File: src/rtl/ps2_key_decoder_if.sv
// Byte/strobe input and decoded key/history outputs between PS2_Controller and the decoder.
interface ps2_key_decoder_if #(
    parameter int unsigned NUM_KEYS   = 4,
    parameter int unsigned HIST_DEPTH = 4
);
    logic [7:0]              received_data;
    logic                    received_data_en;
    logic                    clear;
    logic [NUM_KEYS-1:0]     key_down;
    logic [NUM_KEYS-1:0]     key_press;
    logic [NUM_KEYS-1:0]     key_release;
    logic                    code_valid;
    logic [7:0]              last_code;
    logic                    last_ext;
    logic                    last_break;
    logic [HIST_DEPTH*8-1:0] history;
    logic [3:0]              hist_count;

    modport master (
        output received_data, received_data_en, clear,
        input  key_down, key_press, key_release, code_valid,
               last_code, last_ext, last_break, history, hist_count
    );

    modport slave (
        input  received_data, received_data_en, clear,
        output key_down, key_press, key_release, code_valid,
               last_code, last_ext, last_break, history, hist_count
    );
endinterface

File: src/rtl/ps2_key_decoder.sv
// PS/2 set-2 scan-code parser (E0/F0/E1 prefixes) with per-key held/press/release
// tracking and a short history of make codes.
module ps2_key_decoder #(
    parameter int unsigned             NUM_KEYS       = 4,
    parameter logic [NUM_KEYS*8-1:0]   KEY_CODES      = {8'h23, 8'h1B, 8'h1C, 8'h1D},
    parameter logic [NUM_KEYS-1:0]     KEY_EXT        = '0,
    parameter int unsigned             HIST_DEPTH     = 4,
    parameter int unsigned             TIMEOUT_CYCLES = 2_500_000
) (
    input  logic                CLOCK_50,
    input  logic                resetn,
    ps2_key_decoder_if.slave    bus
);
    localparam int unsigned TW = $clog2(TIMEOUT_CYCLES + 1);
    localparam int unsigned HW = HIST_DEPTH * 8;

    typedef enum logic [2:0] {
        ST_IDLE    = 3'd0,
        ST_EXT     = 3'd1,
        ST_BRK     = 3'd2,
        ST_EXT_BRK = 3'd3,
        ST_SKIP    = 3'd4
    } state_e;

    state_e                state_q, state_d;
    logic [2:0]            skip_q, skip_d;
    logic [TW-1:0]         timer_q, timer_d;
    logic [NUM_KEYS-1:0]   key_down_q, key_down_d;
    logic [NUM_KEYS-1:0]   key_press_q, key_press_d;
    logic [NUM_KEYS-1:0]   key_release_q, key_release_d;
    logic                  code_valid_q, code_valid_d;
    logic [7:0]            last_code_q, last_code_d;
    logic                  last_ext_q, last_ext_d;
    logic                  last_break_q, last_break_d;
    logic [HW-1:0]         history_q, history_d;
    logic [3:0]            hist_count_q, hist_count_d;
    logic                  rep_valid_q, rep_valid_d;
    logic [7:0]            rep_code_q, rep_code_d;
    logic                  rep_ext_q, rep_ext_d;

    logic                  expire_c;
    state_e                cur_state_c;
    logic                  done_c;
    logic                  brk_c;
    logic                  ext_c;

    // Next-state: a timeout in the same cycle as a strobe lets the byte parse from IDLE.
    always_comb begin
        state_d       = state_q;
        skip_d        = skip_q;
        key_down_d    = key_down_q;
        key_press_d   = '0;
        key_release_d = '0;
        code_valid_d  = 1'b0;
        last_code_d   = last_code_q;
        last_ext_d    = last_ext_q;
        last_break_d  = last_break_q;
        history_d     = history_q;
        hist_count_d  = hist_count_q;
        rep_valid_d   = rep_valid_q;
        rep_code_d    = rep_code_q;
        rep_ext_d     = rep_ext_q;
        done_c        = 1'b0;
        brk_c         = 1'b0;
        ext_c         = 1'b0;

        expire_c    = (state_q != ST_IDLE) && (timer_q == TW'(TIMEOUT_CYCLES - 1));
        cur_state_c = expire_c ? ST_IDLE : state_q;
        timer_d     = (cur_state_c == ST_IDLE) ? '0 : TW'(timer_q + 1'b1);

        if (expire_c) begin
            state_d = ST_IDLE;
            skip_d  = 3'd0;
        end

        if (bus.clear) begin
            key_down_d   = '0;
            history_d    = '0;
            hist_count_d = 4'd0;
            state_d      = ST_IDLE;
            skip_d       = 3'd0;
            timer_d      = '0;
            rep_valid_d  = 1'b0;
        end else if (bus.received_data_en) begin
            timer_d = '0;
            unique case (cur_state_c)
                ST_IDLE: begin
                    unique case (bus.received_data)
                        8'hE0: state_d = ST_EXT;
                        8'hF0: state_d = ST_BRK;
                        8'hE1: begin
                            state_d = ST_SKIP;
                            skip_d  = 3'd7;
                        end
                        8'hFA, 8'hAA, 8'hEE, 8'hFE, 8'h00, 8'hFF: ;
                        default: done_c = 1'b1;
                    endcase
                end
                ST_EXT: begin
                    if (bus.received_data == 8'hF0) begin
                        state_d = ST_EXT_BRK;
                    end else if (bus.received_data == 8'hE0) begin
                        state_d = ST_EXT;
                    end else begin
                        done_c = 1'b1;
                        ext_c  = 1'b1;
                    end
                end
                ST_BRK: begin
                    done_c = 1'b1;
                    brk_c  = 1'b1;
                end
                ST_EXT_BRK: begin
                    done_c = 1'b1;
                    brk_c  = 1'b1;
                    ext_c  = 1'b1;
                end
                ST_SKIP: begin
                    if (skip_q <= 3'd1) begin
                        state_d = ST_IDLE;
                        skip_d  = 3'd0;
                    end else begin
                        skip_d = 3'(skip_q - 3'd1);
                    end
                end
                default: state_d = ST_IDLE;
            endcase

            if (done_c) begin
                state_d      = ST_IDLE;
                code_valid_d = 1'b1;
                last_code_d  = bus.received_data;
                last_ext_d   = ext_c;
                last_break_d = brk_c;

                for (int unsigned i = 0; i < NUM_KEYS; i++) begin
                    if (bus.received_data == KEY_CODES[8*i +: 8] && ext_c == KEY_EXT[i]) begin
                        if (!brk_c && !key_down_q[i]) begin
                            key_down_d[i]  = 1'b1;
                            key_press_d[i] = 1'b1;
                        end else if (brk_c && key_down_q[i]) begin
                            key_down_d[i]    = 1'b0;
                            key_release_d[i] = 1'b1;
                        end
                    end
                end

                // Typematic repeats of the same make are not re-recorded until a break intervenes.
                if (brk_c) begin
                    rep_valid_d = 1'b0;
                end else begin
                    if (!(rep_valid_q && rep_code_q == bus.received_data && rep_ext_q == ext_c)) begin
                        for (int unsigned j = HIST_DEPTH - 1; j >= 1; j--) begin
                            history_d[8*j +: 8] = history_q[8*(j-1) +: 8];
                        end
                        history_d[7:0] = bus.received_data;
                        if (hist_count_q != 4'(HIST_DEPTH)) begin
                            hist_count_d = 4'(hist_count_q + 4'd1);
                        end
                    end
                    rep_valid_d = 1'b1;
                    rep_code_d  = bus.received_data;
                    rep_ext_d   = ext_c;
                end
            end
        end
    end

    always_ff @(posedge CLOCK_50 or negedge resetn) begin
        if (!resetn) begin
            state_q       <= ST_IDLE;
            skip_q        <= 3'd0;
            timer_q       <= '0;
            key_down_q    <= '0;
            key_press_q   <= '0;
            key_release_q <= '0;
            code_valid_q  <= 1'b0;
            last_code_q   <= 8'd0;
            last_ext_q    <= 1'b0;
            last_break_q  <= 1'b0;
            history_q     <= '0;
            hist_count_q  <= 4'd0;
            rep_valid_q   <= 1'b0;
            rep_code_q    <= 8'd0;
            rep_ext_q     <= 1'b0;
        end else begin
            state_q       <= state_d;
            skip_q        <= skip_d;
            timer_q       <= timer_d;
            key_down_q    <= key_down_d;
            key_press_q   <= key_press_d;
            key_release_q <= key_release_d;
            code_valid_q  <= code_valid_d;
            last_code_q   <= last_code_d;
            last_ext_q    <= last_ext_d;
            last_break_q  <= last_break_d;
            history_q     <= history_d;
            hist_count_q  <= hist_count_d;
            rep_valid_q   <= rep_valid_d;
            rep_code_q    <= rep_code_d;
            rep_ext_q     <= rep_ext_d;
        end
    end

    assign bus.key_down    = key_down_q;
    assign bus.key_press   = key_press_q;
    assign bus.key_release = key_release_q;
    assign bus.code_valid  = code_valid_q;
    assign bus.last_code   = last_code_q;
    assign bus.last_ext    = last_ext_q;
    assign bus.last_break  = last_break_q;
    assign bus.history     = history_q;
    assign bus.hist_count  = hist_count_q;
endmodule
File: src/flat_wrapper.sv
// flat-port wrapper written by rule: the top's interface ports become plain ports
module ps2_key_decoder_flat 
#(
    parameter int unsigned             NUM_KEYS       = 4,
    parameter logic [NUM_KEYS*8-1:0]   KEY_CODES      = {8'h23, 8'h1B, 8'h1C, 8'h1D},
    parameter logic [NUM_KEYS-1:0]     KEY_EXT        = '0,
    parameter int unsigned             HIST_DEPTH     = 4,
    parameter int unsigned             TIMEOUT_CYCLES = 2_500_000
)
  (CLOCK_50, resetn, bus_received_data, bus_received_data_en, bus_clear, bus_key_down, bus_key_press, bus_key_release, bus_code_valid, bus_last_code, bus_last_ext, bus_last_break, bus_history, bus_hist_count);
  ps2_key_decoder_if #(.NUM_KEYS(NUM_KEYS), .HIST_DEPTH(HIST_DEPTH)) bus_i ();
  input  logic CLOCK_50;
  input  logic resetn;
  input wire logic [$bits(bus_i.received_data)-1:0] bus_received_data;
  input wire logic [$bits(bus_i.received_data_en)-1:0] bus_received_data_en;
  input wire logic [$bits(bus_i.clear)-1:0] bus_clear;
  output wire logic [$bits(bus_i.key_down)-1:0] bus_key_down;
  output wire logic [$bits(bus_i.key_press)-1:0] bus_key_press;
  output wire logic [$bits(bus_i.key_release)-1:0] bus_key_release;
  output wire logic [$bits(bus_i.code_valid)-1:0] bus_code_valid;
  output wire logic [$bits(bus_i.last_code)-1:0] bus_last_code;
  output wire logic [$bits(bus_i.last_ext)-1:0] bus_last_ext;
  output wire logic [$bits(bus_i.last_break)-1:0] bus_last_break;
  output wire logic [$bits(bus_i.history)-1:0] bus_history;
  output wire logic [$bits(bus_i.hist_count)-1:0] bus_hist_count;
  assign bus_i.received_data = bus_received_data;
  assign bus_i.received_data_en = bus_received_data_en;
  assign bus_i.clear = bus_clear;
  assign bus_key_down = bus_i.key_down;
  assign bus_key_press = bus_i.key_press;
  assign bus_key_release = bus_i.key_release;
  assign bus_code_valid = bus_i.code_valid;
  assign bus_last_code = bus_i.last_code;
  assign bus_last_ext = bus_i.last_ext;
  assign bus_last_break = bus_i.last_break;
  assign bus_history = bus_i.history;
  assign bus_hist_count = bus_i.hist_count;
  ps2_key_decoder #(.NUM_KEYS(NUM_KEYS), .KEY_CODES(KEY_CODES), .KEY_EXT(KEY_EXT), .HIST_DEPTH(HIST_DEPTH), .TIMEOUT_CYCLES(TIMEOUT_CYCLES)) u_core (.CLOCK_50(CLOCK_50), .resetn(resetn), .bus(bus_i));
endmodule
File: config.mk
export PLATFORM = sky130hd
export DESIGN_NAME = ps2_key_decoder_flat
export DESIGN_NICKNAME = d
export VERILOG_FILES = /design/src/rtl/ps2_key_decoder_if.sv /design/src/rtl/ps2_key_decoder.sv /design/src/flat_wrapper.sv
export SDC_FILE = /design/constraint.sdc
export NUM_CORES = 1
export LEC_CHECK = 0
export ABC_AREA = 1
export CAP_MARGIN = 5
export CORE_MARGIN = 1.5
export CORE_UTILIZATION = 44
export DETAILED_ROUTE_END_ITERATION = 10
export PLACE_DENSITY = 0.71
export SLEW_MARGIN = 20
export SYNTH_ARGS = -nofsm -noshare
export SYNTH_HDL_FRONTEND = slang
export SYNTH_SLANG_ARGS = --single-unit
File: constraint.sdc
create_clock -name CLOCK_50 -period 2.31 [get_ports CLOCK_50]
set_clock_uncertainty 0.2 [all_clocks]
set_input_delay 0.462 -clock CLOCK_50 [delete_from_list [all_inputs] [get_ports CLOCK_50]]
set_output_delay 0.462 -clock CLOCK_50 [all_outputs]
set_load 0.05 [all_outputs]
# After elaboration in Yosys (flattened, before gate mapping)
# Cells that the tools add are included.
[op_classes]
n_shift = 0
multipliers = 0
n_div = 0
order_cmp = 1
n_reduce_logical = 45
bitwise = 3
n_eq_ne = 22
addsub = 3
mux = 89
[ops]
columns = ["op", "count"]
rows = [
  ["32-bit two-way mux", 5],
  ["22-bit two-way mux", 3],
  ["8-bit equality test, second input constant", 8],
  ["4-bit two-way mux", 15],
  ["1-bit two-way mux", 49],
  ["3-bit two-way mux", 12],
  ["8-bit by 5-bit equality test with 1-bit output, second input constant", 3],
  ["4-bit AND reduction", 6],
  ["22-bit by 1-bit adder with 22-bit output, second input constant", 1],
  ["22-bit equality test, second input constant", 1],
  ["1-bit logical AND", 15],
  ["3-bit nonzero test", 5],
  ["2-bit nonzero test", 7],
  ["3-bit case mux with 4 select lines", 1],
  ["3-bit case mux with 3 select lines", 1],
  ["9-bit OR reduction", 1],
  ["8-bit by 6-bit equality test with 1-bit output, second input constant", 1],
  ["8-bit equality test", 1],
  ["8-bit zero test", 1],
  ["3-bit by 2-bit equality test with 1-bit output, second input constant", 2],
  ["3-bit case mux with 2 select lines", 1],
  ["1-bit zero test", 5],
  ["5-bit AND reduction", 1],
  ["4-bit by 1-bit adder with 4-bit output, second input constant", 1],
  ["other kinds (14)", 17],
]
[totals]
n_memories = 0
reg_bits = 97
ramBits = 0
word_cells = 181
romBits = 0
latchBits = 0

# Logic depth before layout (Yosys ltp)
# Gate-level depths: netlist of run 1.
[depth]
ltp_word = 15
mapped_depth = 17
mapped_depth_nobuf = 16

# Worst setup path before layout of run 1
# Ideal clock, no wire load.
[synth_path]
path_type = "reg2reg"
startpoint = "reg u_core.timer_q[0]"
endpoint = "reg u_core.history_q[0], in the netlist u_core.bus.history[0]"
t_arrival_ns = 1.819
slack_ns = 0.172
path_stages_with_launch = 14
setup_ns = 0.119
cell_sequence = "dfrtp_1 ha_1 nand3_1 nor2_1 nand3_1 o21ai_2 nand2_1 nand3_1 nor2_2 nor2_2 buf_4 buf_4 nand3_1 nand2_1"
[synth_between]
elab_chain_cells = 11
word_cells_on_any_way = 23
cone_classes = "eq/ne (7); mux (10); reduce/logical (6)"
[synth_lines]
columns = ["item", "line_no", "source"]
rows = [
  ["start: declaration", "ps2_key_decoder.sv:27", "logic [TW-1:0] timer_q, timer_d;"],
  ["start signal: assignment", "ps2_key_decoder.sv:189", "timer_q <= timer_d;"],
  ["22-bit equality test (*)", "ps2_key_decoder.sv:67", "expire_c = (state_q != ST_IDLE) && (timer_q == TW'(TIMEOUT_CYCLES - 1));"],
  ["1-bit logical AND (*)", "ps2_key_decoder.sv:67", ""],
  ["3-bit two-way mux (*)", "ps2_key_decoder.sv:68", "cur_state_c = expire_c ? ST_IDLE : state_q;"],
  ["3-bit by 2-bit equality test with 1-bit output / 3-bit by 1-bit equality test with 1-bit output (equally long branches)", "ps2_key_decoder.sv:86", "unique case (cur_state_c)"],
  ["1-bit case mux with 2 select lines", "ps2_key_decoder.sv:86", ""],
  ["1-bit two-way mux", "ps2_key_decoder.sv:84", "end else if (bus.received_data_en) begin"],
  ["1-bit two-way mux", "ps2_key_decoder.sv:76", "if (bus.clear) begin"],
  ["1-bit equality test", "ps2_key_decoder.sv:152", "if (!(rep_valid_q && rep_code_q == bus.received_data && rep_ext_q == ext_c)) begin"],
  ["1-bit logical AND", "ps2_key_decoder.sv:152", ""],
  ["2-bit != test (no line)", "--", ""],
  ["4-bit AND reduction (no line) (*)", "--", ""],
  ["end signal: assignment", "ps2_key_decoder.sv:197", "history_q <= history_d;"],
  ["end: declaration", "ps2_key_decoder.sv:35", "logic [HW-1:0] history_q, history_d;"],
]
# Mark *: on every way between the ends. The rest lies on a longest branch, timed or not. The select of a mux whose other input is x is not followed.
# A chain may end at the register's enable or synchronous reset.

# Worst setup path after layout of run 1
[layout_path]
startpoint = "reg u_core.timer_q[1]"
endpoint = "reg u_core.history_q[16], in the netlist u_core.bus.history[16]"
# The elaborated chain is that of the path after synthesis.

==> results of run 1 <==
## per-layer routing
metal	routed length, microns	GRT usage [%]
met3	810	4.70
met2	6770	38.0
met5	0	0
met4	388	9.70
met1	6170	30.0
## cell type report
class                           instances  area [sq um]
Tap cell                              143           179
Fill cell                             997          4360
Clock buffer                           11           253
Sequential cell                        97          2430
Clock inverter                          5          77.6
Timing Repair Buffer                  137          1330
Inverter                               86           325
Multi-Input combinational cell        492          2470
## logic make-up after synthesis
group,Yosys count,synth area share [%]
adder cells (fa/ha/maj),5,1.21
AO/OA/AOI/OAI,60,6.59
XOR/XNOR,10,1.70
flip-flops,97,47.0
AND/OR/NAND/NOR,417,34.4
buffers and inverters,109,9.07
## worst max-delay path, cell delays in order (launching register included)
cell	delay (ps)
sky130_fd_sc_hd__dfrtp_1	400
sky130_fd_sc_hd__ha_4	180
sky130_fd_sc_hd__nand2_4	60
sky130_fd_sc_hd__nor2_4	110
sky130_fd_sc_hd__nand3_2	90
sky130_fd_sc_hd__nor2_4	140
sky130_fd_sc_hd__nand2_4	110
sky130_fd_sc_hd__nand2_4	90
sky130_fd_sc_hd__nand2_4	50
sky130_fd_sc_hd__nand3_2	80
sky130_fd_sc_hd__nand4_1	190
sky130_fd_sc_hd__nand3_4	220
sky130_fd_sc_hd__clkbuf_16	170
sky130_fd_sc_hd__nand2_1	50
sky130_fd_sc_hd__nand2_1	50
## power breakdown
| group | leakage, nW | internal (mW) | total [mW] | switching (mW) |
|---|---|---|---|---|
| logic | 2.01 | 0.301 | 0.850 | 0.549 |
| clock network | 0.162 | 1.00 | 1.67 | 0.665 |
| registers | 1.31 | 1.79 | 1.87 | 0.0799 |
## final timing paths
kind,endpoint,slack [ps],depth (start not counted)
setup / recovery,u_core.bus.history[16],40,14
hold / removal,u_core.bus.history[30],270,2
setup reg to reg,u_core.bus.history[16],40,14
hold reg to reg,u_core.bus.history[30],270,2
max in group asynchronous,u_core.bus.key_release[3],860,3
min in group asynchronous,u_core.bus.last_code[5],380,2
## registers in the layout, indices dropped and copies added (netlist names), 3 cells and up
register,cells
u_core.bus.hist_count,4
u_core.bus.key_down,4
u_core.timer_q,22
u_core.bus.key_release,4
u_core.rep_code_q,8
u_core.skip_q,3
u_core.bus.last_code,8
u_core.state_q,3
u_core.bus.history,32
u_core.bus.key_press,4
## synth_stat cells, drive strengths merged
master / n
a211oi: 8
a21oi: 10
a221oi: 2
a22o: 1
buf: 15
clkbuf: 8
clkinv: 1
dfrtp: 97
ha: 5
inv: 85
nand2: 195
nand3: 64
nand3b: 1
nand4: 9
nor2: 117
nor3: 17
nor3b: 4
nor4: 1
o21ai: 36
o21bai: 1
o22ai: 2
or2: 8
or3: 1
xnor2: 3
xor2: 7
## placed cells by master (no fill, tap or decap), types with 3 or more instances in the layout
cell / count
sky130_fd_sc_hd__a211oi_1: 8
sky130_fd_sc_hd__a21oi_1: 10
sky130_fd_sc_hd__buf_12: 4
sky130_fd_sc_hd__buf_4: 56
sky130_fd_sc_hd__buf_6: 4
sky130_fd_sc_hd__clkbuf_16: 12
sky130_fd_sc_hd__clkdlybuf4s50_1: 58
sky130_fd_sc_hd__dfrtp_1: 96
sky130_fd_sc_hd__dlygate4sd2_1: 4
sky130_fd_sc_hd__dlymetal6s2s_1: 6
sky130_fd_sc_hd__ha_1: 4
sky130_fd_sc_hd__inv_1: 75
sky130_fd_sc_hd__inv_2: 9
sky130_fd_sc_hd__nand2_1: 180
sky130_fd_sc_hd__nand2_2: 7
sky130_fd_sc_hd__nand2_4: 8
sky130_fd_sc_hd__nand3_1: 57
sky130_fd_sc_hd__nand3_2: 5
sky130_fd_sc_hd__nand4_1: 9
sky130_fd_sc_hd__nor2_1: 101
sky130_fd_sc_hd__nor2_2: 7
sky130_fd_sc_hd__nor2_4: 9
sky130_fd_sc_hd__nor3_1: 15
sky130_fd_sc_hd__nor3b_1: 4
sky130_fd_sc_hd__o21ai_0: 14
sky130_fd_sc_hd__o21ai_1: 21
sky130_fd_sc_hd__or2_2: 6
sky130_fd_sc_hd__xnor2_1: 3
sky130_fd_sc_hd__xor2_1: 7
## per-stage QoR
step	instances	setup slack, ps	util, %	total power [mW]
floorplan	698	172	-	2.38
global placement	942	-336	55.6	2.69
detailed placement	942	-391	55.6	2.71
CTS	960	-4.90	58.9	4.39
global route	971	-98.8	61.8	4.55
finish	971	40.5	61.8	4.39
## what timing repair did
item | CTS | global route
setup buffers | 1 | 7
endpoints found under the hold margin | 24 | 0
gates resized for setup | 14 | 55
pin swaps | 1 | 14
gates cloned | 0 | 4
setup endpoints to repair | 37 | 80
hold buffers | 1 | 0
==> impl_metrics.prom, run 1 <==
# TYPE chip_impl_metric gauge
chip_impl_metric{name="fmaxAchievable",unit="MHz"} 441
chip_impl_metric{name="synthesis_warnings",unit=""} 0
chip_impl_metric{name="ys_ff_latch",unit=""} 97
chip_impl_metric{name="globalplace.congestion",unit=""} 0.898
chip_impl_metric{name="placedInstanceArea",unit="sq um"} 6350
chip_impl_metric{name="port_buffers",unit=""} 70
chip_impl_metric{name="vias_after_detailed_routing",unit=""} 4985
chip_impl_info{name="yosysTopAreaCell",value="sky130_fd_sc_hd__dfrtp_1"} 1
chip_impl_metric{name="numCtsBuffers",unit=""} 9
chip_impl_metric{name="synth_seq_area_share",unit="%"} 47.0
chip_impl_metric{name="slew_headroom",unit="%"} 62.7
chip_impl_metric{name="area_delta_synth_final",unit="%"} 36.8
chip_impl_metric{name="detail_route.wl_per_cell",unit="microns"} 14.6
chip_impl_metric{name="detailedRoute.firstPassIterationCount",unit=""} 5
chip_impl_metric{name="track_usage",unit="%"} 23.2
chip_impl_metric{name="antenna_found_initial",unit=""} 0
chip_impl_metric{name="post-route-min-period",unit="ps"} 2270
chip_impl_info{name="worst_setup_path_startpoint",value="u_core.timer_q[1]"} 1
chip_impl_metric{name="worst-path-max-fanout",unit=""} 6
chip_impl_info{name="holdCritStartpoint",value="u_core.bus.history[30]"} 1
chip_impl_metric{name="report.final.hold_viol_count",unit=""} 0
chip_impl_metric{name="num-nets-final",unit=""} 840
chip_impl_metric{name="via_per_inst",unit=""} 5.13
chip_impl_metric{name="floorplan.initialDensity",unit="%"} 45.2
chip_impl_metric{name="global_route_wire_length_before_repair",unit="microns"} 23400
chip_impl_metric{name="detailedPlacementHpwl",unit="microns"} 9680
chip_impl_metric{name="total_leakage_power",unit="nW"} 3.47
chip_impl_metric{name="timing_max_transition_violations_final",unit=""} 0
chip_impl_metric{name="antennaDiodeCount",unit=""} 0
chip_impl_metric{name="worst-slew-pin-transition",unit="ps"} 558
chip_impl_metric{name="timing.setup.tns",unit="ps"} 0
chip_impl_metric{name="hold_slack",unit="ps"} 274
chip_impl_info{name="timing.critical_path.from_type",value="flip-flop"} 1
chip_impl_metric{name="post_synth.cell_area_avg",unit="sq um"} 7.39
chip_impl_metric{name="power_density",unit="nW/um^2"} 621
chip_impl_metric{name="critical_path_arrival",unit="ps"} 2360
chip_impl_metric{name="finalSetupViolCount",unit=""} 0
chip_impl_metric{name="largest_net_degree_at_the_start_of_global_routing",unit=""} 43
chip_impl_metric{name="final_area",unit="sq um"} 7060
chip_impl_metric{name="chipHeight",unit="microns"} 111
chip_impl_metric{name="die_w",unit="microns"} 111
chip_impl_info{name="clockRootBuffer",value="sky130_fd_sc_hd__clkbuf_16"} 1
chip_impl_metric{name="core",unit="sq um"} 11400
chip_impl_metric{name="globalRouteOverflowTotal",unit=""} 0
chip_impl_info{name="worst_setup_path_end_kind",value="flip-flop"} 1
chip_impl_info{name="ys_top_cells_by_area",value="sky130_fd_sc_hd__dfrtp_1 47%, sky130_fd_sc_hd__nand2_1 14%, sky130_fd_sc_hd__nor2_1 8.2%, sky130_fd_sc_hd__nand3_1 5.9%, sky130_fd_sc_hd__inv_1 5.5%"} 1
chip_impl_metric{name="synthDistinctLibCells",unit=""} 37
chip_impl_metric{name="drive_gt1_share",unit="%"} 17.4
chip_impl_info{name="critPathKind",value="flip-flop to flip-flop"} 1
chip_impl_metric{name="post_synth_inst_count",unit=""} 698
chip_impl_metric{name="clock_latency",unit="ps"} 350
chip_impl_info{name="cts_tree",value="built"} 1
chip_impl_metric{name="post_synthesis_cell_area",unit="sq um"} 5160
chip_impl_metric{name="first_iter_violations",unit=""} 269
chip_impl_info{name="hp-class",value="flip-flop to flip-flop"} 1
chip_impl_metric{name="cap_violations",unit=""} 0
chip_impl_metric{name="cts.sink_count",unit=""} 97
chip_impl_metric{name="final_min_period_over_clock_period",unit="%"} 98.2
chip_impl_metric{name="drc",unit=""} 0
chip_impl_metric{name="num_io_pins",unit=""} 71
chip_impl_metric{name="antenna_left",unit=""} 0
chip_impl_metric{name="cts.clk_slew.worst_paths",unit="ps"} 70
chip_impl_metric{name="rows",unit=""} 39
chip_impl_metric{name="detail_route.wirelength",unit="microns"} 14100
chip_impl_metric{name="ir_worst_vdd",unit="mV"} 0.429
chip_impl_info{name="rsz0062_at_grt",value="yes"} 1
chip_impl_metric{name="mappedNetlistNets",unit=""} 715
chip_impl_metric{name="cts-htree-levels",unit=""} 3
chip_impl_metric{name="first_global_vias",unit=""} 4919
chip_impl_metric{name="cts.path.max_buffers",unit=""} 2
chip_impl_metric{name="synth_largest_type_area_fraction",unit="%"} 47.0
chip_impl_info{name="status",value="completed"} 1
chip_impl_metric{name="die_area",unit="sq um"} 12400
chip_impl_info{name="rr_startpoint",value="u_core.timer_q[1]"} 1
chip_impl_metric{name="worst-endpoint-required",unit="ps"} 2410
Power figures use the tool's default switching activity.
==> inputs of run 2 (changes only) <==
--- a/config.mk
+++ b/config.mk
@@ -5,12 +5,11 @@
 export SDC_FILE = /design/constraint.sdc
 export NUM_CORES = 1
 export LEC_CHECK = 0
-export ABC_AREA = 1
-export CAP_MARGIN = 5
+export CAP_MARGIN = 20
 export CORE_MARGIN = 1.5
 export CORE_UTILIZATION = 44
 export DETAILED_ROUTE_END_ITERATION = 10
-export PLACE_DENSITY = 0.71
+export PLACE_DENSITY = 0.72
 export SLEW_MARGIN = 20
 export SYNTH_ARGS = -nofsm -noshare
 export SYNTH_HDL_FRONTEND = slang
==> constraint.sdc (replaced) <==
create_clock -name CLOCK_50 -period 2.7 [get_ports CLOCK_50]
set_clock_uncertainty 0.2 [all_clocks]
set_input_delay 0.54 -clock CLOCK_50 [delete_from_list [all_inputs] [get_ports CLOCK_50]]
set_output_delay 0.54 -clock CLOCK_50 [all_outputs]
set_load 0.05 [all_outputs]
==> run 2 against run 1 <==
Against the previous run: the flow now finishes with violations (negative setup slack); setup slack lost 100 ps; worst hold slack better by 16 ps; flip-flop and latch count is the same.
==> impl_metrics.prom, run 2 <==
# TYPE chip_impl_metric gauge
chip_impl_metric{name="first_iter_violations",unit=""} 205
chip_impl_metric{name="detailedRoute.firstPassIterationCount",unit=""} 4
chip_impl_metric{name="num-nets-final",unit=""} 613
chip_impl_metric{name="post_synth_inst_count",unit=""} 448
chip_impl_metric{name="fmaxAchievable",unit="MHz"} 362
chip_impl_metric{name="cts.clk_slew.worst_paths",unit="ps"} 90
chip_impl_info{name="worst_setup_path_startpoint",value="bus_received_data[1]"} 1
chip_impl_metric{name="cap_violations",unit=""} 0
chip_impl_metric{name="core",unit="sq um"} 10300
chip_impl_metric{name="die_w",unit="microns"} 106
chip_impl_metric{name="worst-path-max-fanout",unit=""} 13
chip_impl_metric{name="synth_async_sr_flop_share",unit="%"} 100
chip_impl_metric{name="numCtsBuffers",unit=""} 9
chip_impl_metric{name="drc",unit=""} 0
chip_impl_metric{name="synthesis_warnings",unit=""} 0
chip_impl_info{name="postSynth.topFlopCell",value="sky130_fd_sc_hd__dfrtp_1"} 1
chip_impl_metric{name="track_usage",unit="%"} 22.3
chip_impl_metric{name="detail_route.wl_per_cell",unit="microns"} 16.1
chip_impl_info{name="critPathKind",value="input pin to flip-flop"} 1
chip_impl_metric{name="final_min_period_over_clock_period",unit="%"} 102
chip_impl_metric{name="finalSetupViolCount",unit=""} 48
chip_impl_info{name="cts_tree",value="built"} 1
chip_impl_info{name="violations_in_the_final_reports",value="negative setup slack"} 1
chip_impl_metric{name="antennaDiodeCount",unit=""} 0
chip_impl_info{name="worst_setup_path_end_kind",value="flip-flop"} 1
chip_impl_info{name="timing.critical_path.from_type",value="input pin"} 1
chip_impl_metric{name="largest_net_degree_at_the_start_of_global_routing",unit=""} 45
chip_impl_metric{name="detail_route.wirelength",unit="microns"} 11900
chip_impl_metric{name="synth_largest_type_area_fraction",unit="%"} 51.7
chip_impl_info{name="hp-class",value="flip-flop to flip-flop"} 1
chip_impl_metric{name="number_of_enable_type_register_cells_in_the_synthesized_netlist",unit=""} 0
chip_impl_info{name="yosys.cell_count.top_type",value="sky130_fd_sc_hd__dfrtp_1"} 1
chip_impl_info{name="clockRootBuffer",value="sky130_fd_sc_hd__clkbuf_8"} 1
chip_impl_metric{name="timing.final.ws_setup",unit="ps"} -61.8
chip_impl_metric{name="totalPowerFinal",unit="mW"} 3.24
chip_impl_metric{name="post_synth.cell_area_avg",unit="sq um"} 10.5
chip_impl_metric{name="ir_worst_vdd",unit="mV"} 0.263
chip_impl_metric{name="cts.path.max_buffers",unit=""} 2
chip_impl_metric{name="ys_ff_latch",unit=""} 97
chip_impl_metric{name="drive_gt1_share",unit="%"} 27.3
chip_impl_info{name="layout_common_cells",value="97 x sky130_fd_sc_hd__dfrtp_1, 77 x sky130_fd_sc_hd__buf_4, 66 x sky130_fd_sc_hd__nand2_1, 64 x sky130_fd_sc_hd__clkdlybuf4s50_1, 35 x sky130_fd_sc_hd__nor2_1"} 1
chip_impl_metric{name="num_io_pins",unit=""} 71
chip_impl_metric{name="antenna_left",unit=""} 0
chip_impl_info{name="yosysTopAreaCell",value="sky130_fd_sc_hd__dfrtp_1"} 1
chip_impl_info{name="most_common_cell_after_layout_fill_and_taps_aside",value="sky130_fd_sc_hd__dfrtp_1"} 1
chip_impl_metric{name="rows",unit=""} 37
chip_impl_metric{name="clock_latency",unit="ps"} 370
chip_impl_metric{name="cts.sink_count",unit=""} 97
chip_impl_metric{name="timing_max_transition_violations_final",unit=""} 0
chip_impl_info{name="holdCritStartpoint",value="u_core.bus.last_break"} 1
chip_impl_metric{name="worst-endpoint-required",unit="ps"} 2760
chip_impl_metric{name="total_leakage_power",unit="nW"} 3.04
chip_impl_metric{name="chipHeight",unit="microns"} 106
chip_impl_metric{name="die_area",unit="sq um"} 11300
chip_impl_metric{name="area_delta_synth_final",unit="%"} 42.0
chip_impl_metric{name="globalplace.congestion",unit=""} 0.856
chip_impl_metric{name="first_global_vias",unit=""} 4033
chip_impl_metric{name="antenna_found_initial",unit=""} 0
chip_impl_metric{name="number_of_flip_flops_under_the_largest_register_name",unit=""} 32
chip_impl_metric{name="vias_after_detailed_routing",unit=""} 3868
chip_impl_metric{name="power_density",unit="nW/um^2"} 487
chip_impl_info{name="status",value="finished with violations"} 1
chip_impl_metric{name="via_per_inst",unit=""} 5.25
chip_impl_info{name="rsz0062_at_grt",value="yes"} 1
chip_impl_metric{name="synthDistinctLibCells",unit=""} 56
chip_impl_metric{name="fillCellCount",unit=""} 789
chip_impl_metric{name="post-route-min-period",unit="ps"} 2760
chip_impl_info{name="rr_startpoint",value="u_core.timer_q[19]"} 1
chip_impl_metric{name="post_synthesis_cell_area",unit="sq um"} 4690
chip_impl_metric{name="globalRouteOverflowTotal",unit=""} 0
chip_impl_info{name="yosys-top-cells-count",value="97 x sky130_fd_sc_hd__dfrtp_1, 68 x sky130_fd_sc_hd__nand2_1, 38 x sky130_fd_sc_hd__nor2_1"} 1
chip_impl_metric{name="mappedNetlistNets",unit=""} 465
chip_impl_metric{name="timing.setup.tns",unit="ps"} -1360
chip_impl_metric{name="global_route_wire_length_before_repair",unit="microns"} 19800
chip_impl_metric{name="cts-htree-levels",unit=""} 3
chip_impl_info{name="ys_top_cells_by_area",value="sky130_fd_sc_hd__dfrtp_1 52%, sky130_fd_sc_hd__mux2i_1 7.3%, sky130_fd_sc_hd__nand2_1 5.4%, sky130_fd_sc_hd__xor2_1 3.2%, sky130_fd_sc_hd__nor2_1 3.0%"} 1
chip_impl_metric{name="slew_headroom",unit="%"} 64.3
chip_impl_metric{name="worst-slew-pin-transition",unit="ps"} 534
chip_impl_metric{name="synth_seq_area_share",unit="%"} 51.7
chip_impl_metric{name="critical_path_arrival",unit="ps"} 2820
chip_impl_metric{name="detailedPlacementHpwl",unit="microns"} 8030
chip_impl_metric{name="port_buffers",unit=""} 70
chip_impl_metric{name="report.final.hold_viol_count",unit=""} 0
chip_impl_metric{name="floorplan.initialDensity",unit="%"} 45.4
[run 2: changes by cell type in the layout (fill, tap and decap cells not counted), sizes merged, moves of 17 or more]
cell and delta:
mux2i +34, nor2 -79, nand3 -51, nand2 -127
inv -72, o21ai -28, buf +32, and3 +17
[run 2: critical path: stages]
cell and delay, ps:
sky130_fd_sc_hd__clkdlybuf4s15_2 210, sky130_fd_sc_hd__or4_4 440, sky130_fd_sc_hd__or4b_4 550, sky130_fd_sc_hd__o311ai_4 80
sky130_fd_sc_hd__nor4_2 90, sky130_fd_sc_hd__or2_4 250, sky130_fd_sc_hd__buf_6 130, sky130_fd_sc_hd__and3_4 210
sky130_fd_sc_hd__buf_16 170, sky130_fd_sc_hd__mux2i_2 150
[run 2: area by class of cell]
class / instances / area [sq um] / area share [%]
Timing Repair Buffer: 164 / 1560 / 23.4
Clock inverter: 4 / 51.3 / 0.770
Inverter: 12 / 45.0 / 0.676
Multi-Input combinational cell: 312 / 2260 / 34.0
Tap cell: 136 / 170 / 2.55
Clock buffer: 12 / 145 / 2.18
Sequential cell: 97 / 2430 / 36.4
[run 2: through the flow]
step                area (sq um)  instances  util (%)  hold slack [ps]  setup slack (ps)
floorplan                   4730        448         -             44.4              -448
global placement            6050        704      58.6              262              -727
detailed placement          6050        704      58.6              280              -824
CTS                         6550        734      63.4              299             -28.7
global route                6660        737      64.5              317              -116
finish                      6660        737      64.5              290             -61.8
[run 2: logic make-up after synthesis]
logic type / synth area share (%)
mux: 11.5
compound gates: 6.35
fa+ha+maj: 1.33
xor+xnor: 5.41
simple gates: 19.5
flops: 51.7
buf+inv: 4.19
[run 2: final timing paths]
kind / slack (ps) / depth (start not counted) / end
max: -60 / 10 / u_core.bus.history[0]
min: 290 / 1 / u_core.bus.last_break
max reg2reg: -50 / 10 / u_core.bus.history[0]
min reg2reg: 290 / 1 / u_core.bus.last_break
max in group asynchronous: 1180 / 3 / u_core.rep_code_q[5]
min in group asynchronous: 480 / 2 / u_core.bus.key_release[2]
[run 2: per-layer routing]
metal | GRT usage, % | share of wire (%) | up-vias
met1 | 29.0 | 44 | 1929
li1 | - | - | 1837
met5 | 0 | 0 | -
met2 | 36.8 | 50 | 92
met4 | 7.24 | 1.4 | 0
met3 | 5.09 | 4.7 | 10
[run 2: where the power goes]
group | leakage (nW) | internal (mW) | total, mW | switching, mW
Sequential | 1.31 | 1.52 | 1.57 | 0.0492
Combinational | 1.64 | 0.300 | 0.693 | 0.392
Clock | 0.0970 | 0.457 | 0.977 | 0.520
Total | 3.04 | 2.28 | 3.24 | 0.962
[run 2: repair_timing]
action                                 4_1_cts  5_1_grt
hold buffers                                 1        0
setup endpoints to repair                   68       68
buffers inserted                            10        3
endpoints found under the hold margin       38        0
cloned                                       3        1
resized for setup                           51       18
pin swaps                                   16        5
